## config.mk

```make
export PLATFORM = sky130hd
export DESIGN_NAME = ifu_fetch
export DESIGN_NICKNAME = d
export VERILOG_FILES = /design/src/rtl/ifu_fetch.sv
export SDC_FILE = /design/constraint.sdc
export NUM_CORES = 1
export LEC_CHECK = 0
export ABC_AREA = 0
export BUFFER_PORTS_ARGS = -buffer_cell sky130_fd_sc_hd__buf_2
export CAP_MARGIN = 20
export CORE_ASPECT_RATIO = 0.8
export CORE_MARGIN = 2
export CORE_UTILIZATION = 54
export CTS_BUF_LIST = sky130_fd_sc_hd__clkbuf_4 sky130_fd_sc_hd__clkbuf_8
export CTS_CLUSTER_DIAMETER = 60
export DETAILED_ROUTE_END_ITERATION = 10
export PLACE_DENSITY = 0.88
export SYNTH_ARGS = -nofsm -noshare
export SYNTH_HDL_FRONTEND = slang
export SYNTH_SLANG_ARGS = --single-unit
export TNS_END_PERCENT = 100
```

## constraint.sdc

```tcl
create_clock -name clk -period 6.2 [get_ports clk]
set_input_delay 0.93 -clock clk [delete_from_list [all_inputs] [get_ports clk]]
set_output_delay 0.93 -clock clk [all_outputs]
set_load 0.01 [all_outputs]
```

## src/rtl/ifu_fetch.sv

```systemverilog
// ============================================================================
// ifu_fetch : instruction fetch unit, valid/ready imem port, fault + flush
// Rev 1.0
// ============================================================================
`default_nettype none

module ifu_fetch #(
  parameter int          TIMEOUT  = 256,
  parameter logic [31:0] NOP_INST = 32'h00000013
) (
  input  logic        clk,
  input  logic        reset,
  input  logic [31:0] pc,
  input  logic        fetch_req,
  input  logic        flush,
  output logic        inst_valid,
  input  logic        inst_ready,
  output logic [31:0] inst,
  output logic        inst_fault,
  output logic [1:0]  fault_cause,
  output logic        imem_req_valid,
  input  logic        imem_req_ready,
  output logic [31:0] imem_req_addr,
  input  logic        imem_resp_valid,
  output logic        imem_resp_ready,
  input  logic [31:0] imem_resp_data,
  input  logic        imem_resp_err
);

  localparam logic [15:0] TIMER_MAX = 16'(TIMEOUT - 1);

  localparam logic [1:0] CAUSE_NONE  = 2'b00;
  localparam logic [1:0] CAUSE_ALIGN = 2'b01;
  localparam logic [1:0] CAUSE_BUS   = 2'b10;
  localparam logic [1:0] CAUSE_TMO   = 2'b11;

  typedef enum logic [1:0] {
    S_IDLE = 2'd0,
    S_REQ  = 2'd1,
    S_WAIT = 2'd2,
    S_HOLD = 2'd3
  } state_t;

  state_t      state_q, state_d;
  logic [31:0] addr_q, addr_d;
  logic [31:0] inst_q, inst_d;
  logic        fault_q, fault_d;
  logic [1:0]  cause_q, cause_d;
  logic        drain_q, drain_d;
  logic [15:0] timer_q, timer_d;

  always_ff @(posedge clk) begin
    if (reset) begin
      state_q <= S_IDLE;
      addr_q  <= '0;
      inst_q  <= '0;
      fault_q <= 1'b0;
      cause_q <= CAUSE_NONE;
      drain_q <= 1'b0;
      timer_q <= '0;
    end else begin
      state_q <= state_d;
      addr_q  <= addr_d;
      inst_q  <= inst_d;
      fault_q <= fault_d;
      cause_q <= cause_d;
      drain_q <= drain_d;
      timer_q <= timer_d;
    end
  end

  always_comb begin
    state_d = state_q;
    addr_d  = addr_q;
    inst_d  = inst_q;
    fault_d = fault_q;
    cause_d = cause_q;
    drain_d = drain_q;
    timer_d = timer_q;

    // A stale response can only arrive outside WAIT; the first one retires the drain.
    if (drain_q && (state_q != S_WAIT) && imem_resp_valid) begin
      drain_d = 1'b0;
    end

    unique case (state_q)
      S_IDLE: begin
        if (fetch_req && !drain_q) begin
          if (pc[1:0] != 2'b00) begin
            state_d = S_HOLD;
            inst_d  = NOP_INST;
            fault_d = 1'b1;
            cause_d = CAUSE_ALIGN;
          end else begin
            state_d = S_REQ;
            addr_d  = pc;
          end
        end
      end
      S_REQ: begin
        if (imem_req_ready) begin
          state_d = S_WAIT;
          timer_d = '0;
        end
      end
      S_WAIT: begin
        if (imem_resp_valid) begin
          state_d = S_HOLD;
          inst_d  = imem_resp_err ? NOP_INST : imem_resp_data;
          fault_d = imem_resp_err;
          cause_d = imem_resp_err ? CAUSE_BUS : CAUSE_NONE;
        end else if (timer_q == TIMER_MAX) begin
          state_d = S_HOLD;
          inst_d  = NOP_INST;
          fault_d = 1'b1;
          cause_d = CAUSE_TMO;
          drain_d = 1'b1;
        end else begin
          timer_d = timer_q + 16'd1;
        end
      end
      S_HOLD: begin
        if (inst_ready) begin
          state_d = S_IDLE;
        end
      end
      default: state_d = S_IDLE;
    endcase

    // Flush overrides everything; an accepted-but-unanswered request must be drained.
    if (flush) begin
      state_d = S_IDLE;
      addr_d  = addr_q;
      inst_d  = inst_q;
      fault_d = fault_q;
      cause_d = cause_q;
      timer_d = timer_q;
      if ((state_q == S_REQ && imem_req_ready) ||
          (state_q == S_WAIT && !imem_resp_valid)) begin
        drain_d = 1'b1;
      end
    end
  end

  assign inst_valid      = (state_q == S_HOLD);
  assign inst            = inst_q;
  assign inst_fault      = fault_q;
  assign fault_cause     = cause_q;
  assign imem_req_valid  = (state_q == S_REQ);
  assign imem_req_addr   = {addr_q[31:2], 2'b00};
  assign imem_resp_ready = (state_q == S_WAIT) || drain_q;

endmodule

`default_nettype wire

```

==> results_dict.tcl <==
set metrics [dict create \
    grt-busiest-layer "met2" \
    track_usage_pct 26.4 \
    grt_overflow 0 \
    htree_levels 3 \
    ys_async_sr_fraction_pct 0 \
    syn_to_final_growth_pct 25.8 \
    synthMuxAreaShare_pct 1.68 \
    worstMarginPinSlew_ps 846 \
    seqCellArea_um2 1680 \
    wl_per_cell_um 14.8 \
    cap_viol_max_count 0 \
    crit_family "adder cells" \
    drive_gt1_share_pct 30.5 \
    ys_types 40 \
    final_nets 631 \
    via_per_inst 5.65 \
    grt_max_degree 70 \
    status "complete, no violations" \
    antenna_found_initial 2 \
    grt_pass1_wl_mm 15.5 \
    cp-end-kind "primary output" \
    yosysTopAreaCell "dfxtp_1" \
    port_buffers 139 \
    cts_tree "yes" \
    hold_path_class "register to register" \
    io_pins 142 \
    grt_pass1_vias 3376 \
    hold_depth 2 \
    final_common_cell "buf_2" \
    hold_viol 0 \
    syn_inst 426 \
    syn_area_um2 3570 \
    cts-buffers-inserted 9 \
    grt_use_met1_pct 33.9 \
    reg2reg_depth 6 \
    ys_ff_latch 84 \
    die_y_um 76.7 \
    dpl_worst_slack_ps 3170 \
    synth_top_family_by_area "simple AND/OR/NAND/NOR gates" \
    leakage_nw 2.00 \
    fmax_mhz 379 \
    synth_area_per_cell_um2 8.38 \
    die_w_um 94.9 \
    synth_xor_area_share_pct 0 \
    fin_ws_ps 3560 \
    synth.area.top_cells "dfxtp_1 (47%), nand2_1 (11%), o32ai_1 (7.1%), a21oi_1 (5.6%), inv_1 (4.1%)" \
    multi_input_area_um2 1610 \
    insertion_delay_ps 350 \
    power_density_nw_per_um2 230 \
    final_cells 644 \
    cts_hold_buffers 0 \
    clock-sinks 84 \
    ir_worst_vdd_mv 0.136 \
    finalCritPeriodShare_pct 42.6 \
    drc 0 \
    root_buffer "clkbuf_8" \
    postCtsResizedCells 0 \
    relSlewSlack_pct 43.1 \
    fin_util_pct 70.4 \
    met2_usage_pct 41.1 \
    path_buf_inv 2 \
    finClkSkew_ps 9.17 \
    place.gp.congestion 0.825 \
    final_cell_mix "buf_2 (139), nand2_1 (105), dfxtp_1 (84)" \
    critPathKind "register to primary output" \
    rsz0062_at_grt "no" \
    synthSimpleGateAreaFrac_pct 20.7 \
    vias 3640 \
    drt_first_pass_iters 5 \
    synthFlopType "dfxtp_1" \
    worstPathRequired_ps 5270 \
    arrival_ps 1710 \
    post-dp-hpwl_mm 6.46 \
    period_minus_slack_ps 2640 \
    cts_setup_buffers 0 \
    synth_seq_area_share_pct 47.1 \
    finalSetupViolCount 0 \
    cpPeakStageDelay_ps 380 \
    crit_cells 4 \
    rows 26 \
    crit_path_max_fanout 11 \
    synth_top_area_share_pct 47.1 \
    cp_slowest_cell "ha_1" \
    wl_mm 9.53 \
    path_clk_slew_ps 80 \
    synth_edf_count 0 \
    setup-tns-final_ps 0 \
    grt_use_met3_pct 8.74 \
    slew_viol_final 0 \
    synthAdderAreaFrac_pct 2.10 \
    drtIter0Drc 287 \
    startpoint_type "register" \
    yosys_warnings 0 \
    start_util_pct 56.0 \
    holdWs_ps 454 \
    critical_path.cell_chain "inv_1 > ha_1 > or2_2 > buf_2" \
    placed_cells 624 \
    synth_compound_area_share_pct 20.4 \
    core_um2 6380 \
    fp.dieArea_um2 7280 \
    ant_nets 0 \
    nFillCells 513 \
    cts_buffer_depth 2 \
]
==> synthesized netlist by cell type (2+ instances only) <==
cell type / n
nand3_1: 8
nor2b_1: 2
and4_1: 3
o21ai_0: 3
ha_1: 6
o211ai_1: 2
nor4_1: 4
nand2_1: 105
buf_4: 5
nand2b_1: 5
nor3_1: 4
a31oi_1: 3
a21oi_1: 40
dfxtp_1: 84
a211oi_1: 2
o32ai_1: 29
o31ai_1: 9
nor3b_1: 2
nand4_1: 4
o21ai_1: 2
o21a_1: 2
o221a_2: 4
mux2i_1: 6
nor2_1: 5
inv_1: 39
or3_1: 2
o211a_1: 2
or4_1: 10
clkbuf_1: 23
==> flip-flops by register name (all words and copies together) (netlist names) <==
register,flops
timer_q,16
addr_q,30
fault_cause,2
inst,32
inst_fault,1
drain_q,1
state_q,2
==> worst paths after layout <==
| check | startpoint | endpoint | slack, ps |
|---|---|---|---|
| worst min-delay path | addr_q[11]$_SDFFE_PP0P_ | addr_q[11]$_SDFFE_PP0P_ | 450 |
| worst max register to register | state_q[0]$_SDFFE_PP0P_ | timer_q[3]$_SDFFE_PP0P_ | 3720 |
| worst min register to register | addr_q[11]$_SDFFE_PP0P_ | addr_q[11]$_SDFFE_PP0P_ | 450 |
| worst max-delay path | state_q[0]$_SDFFE_PP0P_ | imem_resp_ready | 3560 |
==> power by group <==
part	switching (W)	internal (W)
Clock	0.000197	0.000162
Sequential	0.00000570	0.000549
Combinational	0.0000694	0.0000482
==> cell families after synthesis <==
family / count (synthesis)
DFF: 84
muxes: 6
AOI/OAI and AO/OA: 101
adders and majority gates: 6
other: 1
and+or+nand+nor: 159
buffers and inverters: 69
==> through the flow <==
stage               total power [W]  instance area (µm²)
floorplan                  0.000634                 3570
global placement           0.000674                 4260
detailed placement         0.000678                 4260
CTS                         0.00103                 4440
global route                0.00107                 4490
finish                      0.00103                 4490
==> layout make-up <==
type | count | share of cell area [%]
Antenna cell | 2 | 0.111
Clock buffer | 11 | 3.23
Clock inverter | 5 | 0.780
Inverter | 40 | 3.34
Multi-Input combinational cell | 274 | 35.8
Sequential cell | 84 | 37.4
Tap cell | 84 | 2.34
Timing Repair Buffer | 144 | 16.9
==> worst reg2reg max path, cell delays in order (launching register included) <==
cell and delay, ps:
dfxtp_1 370, inv_1 110, ha_1 310, nor2b_1 280
nand3_1 470, o21ai_1 720, a21oi_1 90
==> layer usage <==
layer / vias to the layer above / wire, µm / part of all wire, %
li1: 1743 / - / -
met1: 1717 / 3960 / 42
met2: 159 / 4640 / 49
met3: 21 / 731 / 7.7
met4: 0 / 191 / 2.0
met5: - / 0 / 0
(Power assumes the default switching activity.)
